<file path="src/rtl/wb_ctrl.sv">
// Write-back stage and pipeline control: commits GPR writes, owns the control
// registers, takes exceptions/interrupts at commit and drives stall/flush/new_pc.
module wb_ctrl (
    input  logic        clk,
    input  logic        reset,
    input  logic [31:0] mem_pc,
    input  logic        mem_en,
    input  logic        mem_br_flag,
    input  logic [1:0]  mem_ctrl_op,
    input  logic [4:0]  mem_dst_addr,
    input  logic        mem_gpr_we_,
    input  logic [2:0]  mem_exp_code,
    input  logic [31:0] mem_out,
    input  logic [7:0]  irq,
    input  logic        if_busy,
    input  logic        mem_busy,
    input  logic [4:0]  creg_rd_addr,
    output logic [31:0] creg_rd_data,
    output logic        gpr_we_,
    output logic [4:0]  gpr_wr_addr,
    output logic [31:0] gpr_wr_data,
    output logic        if_stall,
    output logic        id_stall,
    output logic        ex_stall,
    output logic        mem_stall,
    output logic        if_flush,
    output logic        id_flush,
    output logic        ex_flush,
    output logic        mem_flush,
    output logic [31:0] new_pc
);

    typedef enum logic [1:0] {
        CTRL_NOP  = 2'b00,
        CTRL_WRCR = 2'b01,
        CTRL_ERET = 2'b10,
        CTRL_RSVD = 2'b11
    } ctrl_op_e;

    localparam logic [4:0] CR_STATUS     = 5'd0;
    localparam logic [4:0] CR_INT_MASK   = 5'd1;
    localparam logic [4:0] CR_EXP_CAUSE  = 5'd2;
    localparam logic [4:0] CR_EPC        = 5'd3;
    localparam logic [4:0] CR_EXP_VECTOR = 5'd4;

    localparam logic [2:0] EXP_EXT_INT = 3'd1;

    // status bit 1 is PIE, bit 0 is IE
    logic [1:0]  status_q, status_d;
    logic [7:0]  int_mask_q, int_mask_d;
    logic [3:0]  exp_cause_q, exp_cause_d;
    logic [31:0] epc_q, epc_d;
    logic [31:0] exp_vector_q, exp_vector_d;
    logic [7:0]  irq_meta_q, irq_meta_d;
    logic [7:0]  irq_sync_q, irq_sync_d;

    logic       stall_all;
    logic       commit_slot;
    logic       int_pend;
    logic       take_exp;
    logic       take_int;
    logic       take_trap;
    logic       take_eret;
    logic       take_wrcr;
    logic       flush_all;
    logic [2:0] trap_cause;
    ctrl_op_e   ctrl_op;

    always_comb begin
        ctrl_op     = ctrl_op_e'(mem_ctrl_op);
        stall_all   = if_busy | mem_busy;
        commit_slot = mem_en & ~stall_all;
        int_pend    = status_q[0] & (|(irq_sync_q & ~int_mask_q));
        take_exp    = commit_slot & (mem_exp_code != 3'd0);
        take_int    = commit_slot & (mem_exp_code == 3'd0) & int_pend;
        take_trap   = take_exp | take_int;
        take_eret   = commit_slot & ~take_trap & (ctrl_op == CTRL_ERET);
        take_wrcr   = commit_slot & ~take_trap & (ctrl_op == CTRL_WRCR);
        flush_all   = take_trap | take_eret;
        trap_cause  = take_exp ? mem_exp_code : EXP_EXT_INT;
    end

    always_comb begin
        if_stall    = stall_all;
        id_stall    = stall_all;
        ex_stall    = stall_all;
        mem_stall   = stall_all;
        if_flush    = flush_all;
        id_flush    = flush_all;
        ex_flush    = flush_all;
        mem_flush   = flush_all;
        new_pc      = 32'd0;
        if (take_trap) begin
            new_pc = exp_vector_q;
        end else if (take_eret) begin
            new_pc = epc_q;
        end
        gpr_we_     = ~(commit_slot & ~take_trap & ~mem_gpr_we_);
        gpr_wr_addr = mem_dst_addr;
        gpr_wr_data = mem_out;
    end

    // Reads see the pre-edge value; a WRCR in WB is deliberately not forwarded.
    always_comb begin
        creg_rd_data = 32'd0;
        case (creg_rd_addr)
            CR_STATUS:     creg_rd_data = {30'd0, status_q};
            CR_INT_MASK:   creg_rd_data = {24'd0, int_mask_q};
            CR_EXP_CAUSE:  creg_rd_data = {28'd0, exp_cause_q};
            CR_EPC:        creg_rd_data = epc_q;
            CR_EXP_VECTOR: creg_rd_data = exp_vector_q;
            default:       creg_rd_data = 32'd0;
        endcase
    end

    always_comb begin
        status_d     = status_q;
        int_mask_d   = int_mask_q;
        exp_cause_d  = exp_cause_q;
        epc_d        = epc_q;
        exp_vector_d = exp_vector_q;
        irq_meta_d   = irq;
        irq_sync_d   = irq_meta_q;
        if (take_trap) begin
            // In a delay slot, resume at the branch so it is re-executed.
            epc_d       = mem_br_flag ? (mem_pc - 32'd4) : mem_pc;
            exp_cause_d = {mem_br_flag, trap_cause};
            status_d    = {status_q[0], 1'b0};
        end else if (take_eret) begin
            status_d    = {status_q[1], status_q[1]};
        end else if (take_wrcr) begin
            case (mem_dst_addr)
                CR_STATUS:     status_d     = mem_out[1:0];
                CR_INT_MASK:   int_mask_d   = mem_out[7:0];
                CR_EXP_CAUSE:  exp_cause_d  = mem_out[3:0];
                CR_EPC:        epc_d        = mem_out;
                CR_EXP_VECTOR: exp_vector_d = mem_out;
                default:       ;
            endcase
        end
    end

    always_ff @(posedge clk or posedge reset) begin
        if (reset) begin
            status_q     <= 2'd0;
            int_mask_q   <= 8'hFF;
            exp_cause_q  <= 4'd0;
            epc_q        <= 32'd0;
            exp_vector_q <= 32'd0;
            irq_meta_q   <= 8'd0;
            irq_sync_q   <= 8'd0;
        end else begin
            status_q     <= status_d;
            int_mask_q   <= int_mask_d;
            exp_cause_q  <= exp_cause_d;
            epc_q        <= epc_d;
            exp_vector_q <= exp_vector_d;
            irq_meta_q   <= irq_meta_d;
            irq_sync_q   <= irq_sync_d;
        end
    end

endmodule

</file>
<file path="config.mk">
export PLATFORM = sky130hd
export DESIGN_NAME = wb_ctrl
export DESIGN_NICKNAME = d
export VERILOG_FILES = /design/src/rtl/wb_ctrl.sv
export SDC_FILE = /design/constraint.sdc
export NUM_CORES = 1
export LEC_CHECK = 0
export CORE_MARGIN = 10
export CORE_UTILIZATION = 40
export DETAILED_ROUTE_END_ITERATION = 7
export PLACE_DENSITY_LB_ADDON = 0.05
export SLEW_MARGIN = 5
export SYNTH_ARGS = -nofsm -noshare
export SYNTH_HDL_FRONTEND = slang
export SYNTH_SLANG_ARGS = --single-unit
</file>
<file path="constraint.sdc">
create_clock -name clk -period 8.1 [get_ports clk]
set_input_delay 2.025 -clock clk [delete_from_list [all_inputs] [get_ports clk]]
set_output_delay 2.025 -clock clk [all_outputs]
set_load 0.01 [all_outputs]
</file>
==> flow_summary.ini <==
[status]
status = completed

[floorplanning]
core-area_sq_um = 14000
die_h_um = 140
io-pin-count = 204
rows = 43
dieArea_sq_um = 19700
die_x_um = 140
start_util_pct = 41.2

[power]
p_per_area_nw_per_um2 = 163
irDropWorstVdd_mv = 0.106
leakage_nw = 3.23
power_mw = 1.31

[place]
place_hpwl_um = 14500
place_inst = 889
gp_congestion = 0.917
placement.io_buffers = 203
dp_worst_setup_slack_ns = 1.15

[worst_setup_path]
end_kind = output pin
reg2reg_depth = 6
crit_type = in -> out
worstPathRequired_ns = 6.08
crit_path_max_fanout = 18
crit_path_start_kind = input port
cp.arrival_ns = 4.97

[timing]
setup-violations-final = 0
hold_viol_final = 0
min_period_ns = 7.00
whs_ns = 0.347
report.final.slew_viol_count = 0
worst_pin_slew_ns = 0.897
max_freq_ghz = 0.143
finalClockSkew_ns = 0.00597
finalCritPeriodShare_pct = 86.4
slew_headroom_pct = 40.0
timing.final.ws_setup_ns = 1.10
setup_tns_ns = 0
rsz0062_at_grt = false

[synthesis]
synthFlopType = dfrtp_1
yosysSeqAreaShare_pct = 40.8
netlist-cell-type-count = 53
syn_area_sq_um = 5790
synth-edff-count = 0
syn_area_per_cell_sq_um = 10.2
syn_nets = 664
synthArstFlopShare_pct = 100
yosysWarningCount = 0
ys_ff_latch = 94
syn_inst = 569

[job]
cap_violations = 0

[global_routing]
grt_overflow = 0
antenna_found_initial = 0
grt_max_degree = 56
grt_use_total_pct = 18.8
grt_pass1_wl_um = 29900
grt_pass1_vias = 5300

[detailed_routing]
drt_iter0_drc = 261
avgViaCountPerCell = 5.49
wl_per_cell_um = 20.8
routed_wl_um = 18800
drc = 0
dr.pass1.iters = 4
drtAntennaViolNets = 0
via_count = 4971

[clocking]
cts_made_buffers = 9
numClockSinks = 94
root_buffer = clkbuf_16
cts_max_level = 3
cts-resized-gates = 0
clockBufferDepth = 2
cts-hold-fix-buffers = 0
post_cts_buffers = 0
cts_tree = built
clkSlewWorstSetupHoldPaths_ns = 0.06
insertion_delay_ns = 0.34

[hold_path]
hp-class = reg -> reg
worstHoldPathCells = 0

[cells_and_area]
n_antenna_cell = 0
nets = 815
fin_cells = 905
area_growth_syn_to_layout_pct = 39.0
drive_above_1_share_pct = 13.4
-- stage by stage --
step	area, sq um	util, %
global route	8050	57.3
global placement	7690	54.8
finish	8050	57.3
CTS	8050	57.3
floorplan	5790	-
detailed placement	7690	54.8
-- cells in the mapped netlist, types with 2 or more instances --
master,number,area (sq um)
mux2i_1,72,721
nand2_1,44,165
dfstp_2,8,210
o21ai_1,3,15.0
nor4_1,10,62.6
nor4b_1,2,17.5
nor2_1,23,86.3
a21oi_1,6,30.0
inv_1,9,33.8
a221o_1,2,20.0
nor3_1,9,45.0
xor2_1,5,43.8
mux2_2,42,473
dfrtp_1,86,2150
or4_4,2,22.5
nand2b_1,6,37.5
mux2_1,4,45.0
clkbuf_1,22,82.6
nand4_1,2,12.5
buf_2,7,35.0
a32oi_1,2,17.5
or2_2,3,18.8
o22ai_1,2,12.5
a22o_1,24,210
xnor2_1,24,210
buf_4,46,345
or3_1,9,56.3
o21ai_0,70,350
-- per-layer routing --
metal	track usage, %	vias up	part of all wire, %
li1	-	2311	-
met1	24.1	2462	45
met2	29.7	181	46
met3	5.85	17	7.7
met4	5.60	0	1.3
met5	0	-	0
-- cell families after synthesis --
kind of cell               count (synthesis)  share of synthesized area (%)
buffers and inverters                     86                           8.84
and+or+nand+nor                          127                           12.0
xor gates and xnor gates                  29                           4.39
DFF                                       94                           40.8
adders and majority gates                  1                          0.216
muxes                                    118                           21.4
AOI/OAI and AO/OA                        114                           12.4
-- final timing paths --
kind / slack, ns / to / start
worst max-delay path: 1.10 / creg_rd_data[26] / creg_rd_addr[1]
worst min-delay path: 0.35 / irq_sync_q[5]$_DFF_PP0_ / irq_meta_q[5]$_DFF_PP0_
worst max register to register: 4.87 / exp_vector_q[27]$_DFFE_PP0P_ / int_mask_q[5]$_DFFE_PP1P_
worst min register to register: 0.35 / irq_sync_q[5]$_DFF_PP0_ / irq_meta_q[5]$_DFF_PP0_
max in group asynchronous: 4.94 / exp_vector_q[27]$_DFFE_PP0P_ / reset
min in group asynchronous: 2.08 / irq_meta_q[5]$_DFF_PP0_ / reset
-- layout make-up --
cell class	count	area, sq um
Tap cell	180	225
Sequential cell	94	2360
Clock buffer	11	253
Timing Repair Buffer	216	2130
Multi-Input combinational cell	389	2940
Clock inverter	5	104
Inverter	10	40.0
Fill cell	1197	5990
-- worst max-delay path, stage by stage --
cell,delay [ns]
clkdlybuf4s50_1,0.79
inv_1,0.29
and3_1,0.77
buf_4,0.35
a22o_1,0.18
clkdlybuf4s50_1,0.55
-- state kept, by name, indices dropped and copies added, names as in the netlist --
signal        count
epc_q            32
exp_vector_q     32
int_mask_q        8
irq_meta_q        8
irq_sync_q        8
exp_cause_q       4
status_q          2
-- power breakdown --
part / internal (mW) / switching, mW / total (mW)
clock: 0.319 / 0.177 / 0.496
combinational: 0.132 / 0.106 / 0.238
sequential: 0.528 / 0.0455 / 0.574
-- cell usage in the layout, fill, tap and decap left out, types with 2 or more instances in the layout --
| cell | netlist | layout |
|---|---|---|
| a21oi_1 | 6 | 6 |
| a221o_1 | 2 | 2 |
| a22o_1 | 24 | 24 |
| a32oi_1 | 2 | 2 |
| buf_4 | 46 | 13 |
| bufinv_16 | 0 | 3 |
| clkbuf_16 | 0 | 9 |
| clkbuf_8 | 0 | 2 |
| clkdlybuf4s50_1 | 0 | 203 |
| dfrtp_1 | 86 | 86 |
| dfstp_2 | 8 | 8 |
| inv_1 | 9 | 8 |
| mux2_1 | 4 | 4 |
| mux2_2 | 42 | 42 |
| mux2i_1 | 72 | 72 |
| nand2_1 | 44 | 44 |
| nand2b_1 | 6 | 6 |
| nand4_1 | 2 | 2 |
| nor2_1 | 23 | 22 |
| nor2_4 | 1 | 2 |
| nor3_1 | 9 | 9 |
| nor3b_2 | 1 | 2 |
| nor4_1 | 10 | 10 |
| nor4b_1 | 2 | 2 |
| o21ai_0 | 70 | 70 |
| o21ai_1 | 3 | 3 |
| o22ai_1 | 2 | 2 |
| or2_2 | 3 | 3 |
| or3_1 | 9 | 9 |
| or4_4 | 2 | 2 |
| xnor2_1 | 24 | 24 |
| xor2_1 | 5 | 5 |
No activity file was read; power rests on OpenSTA's default activity.
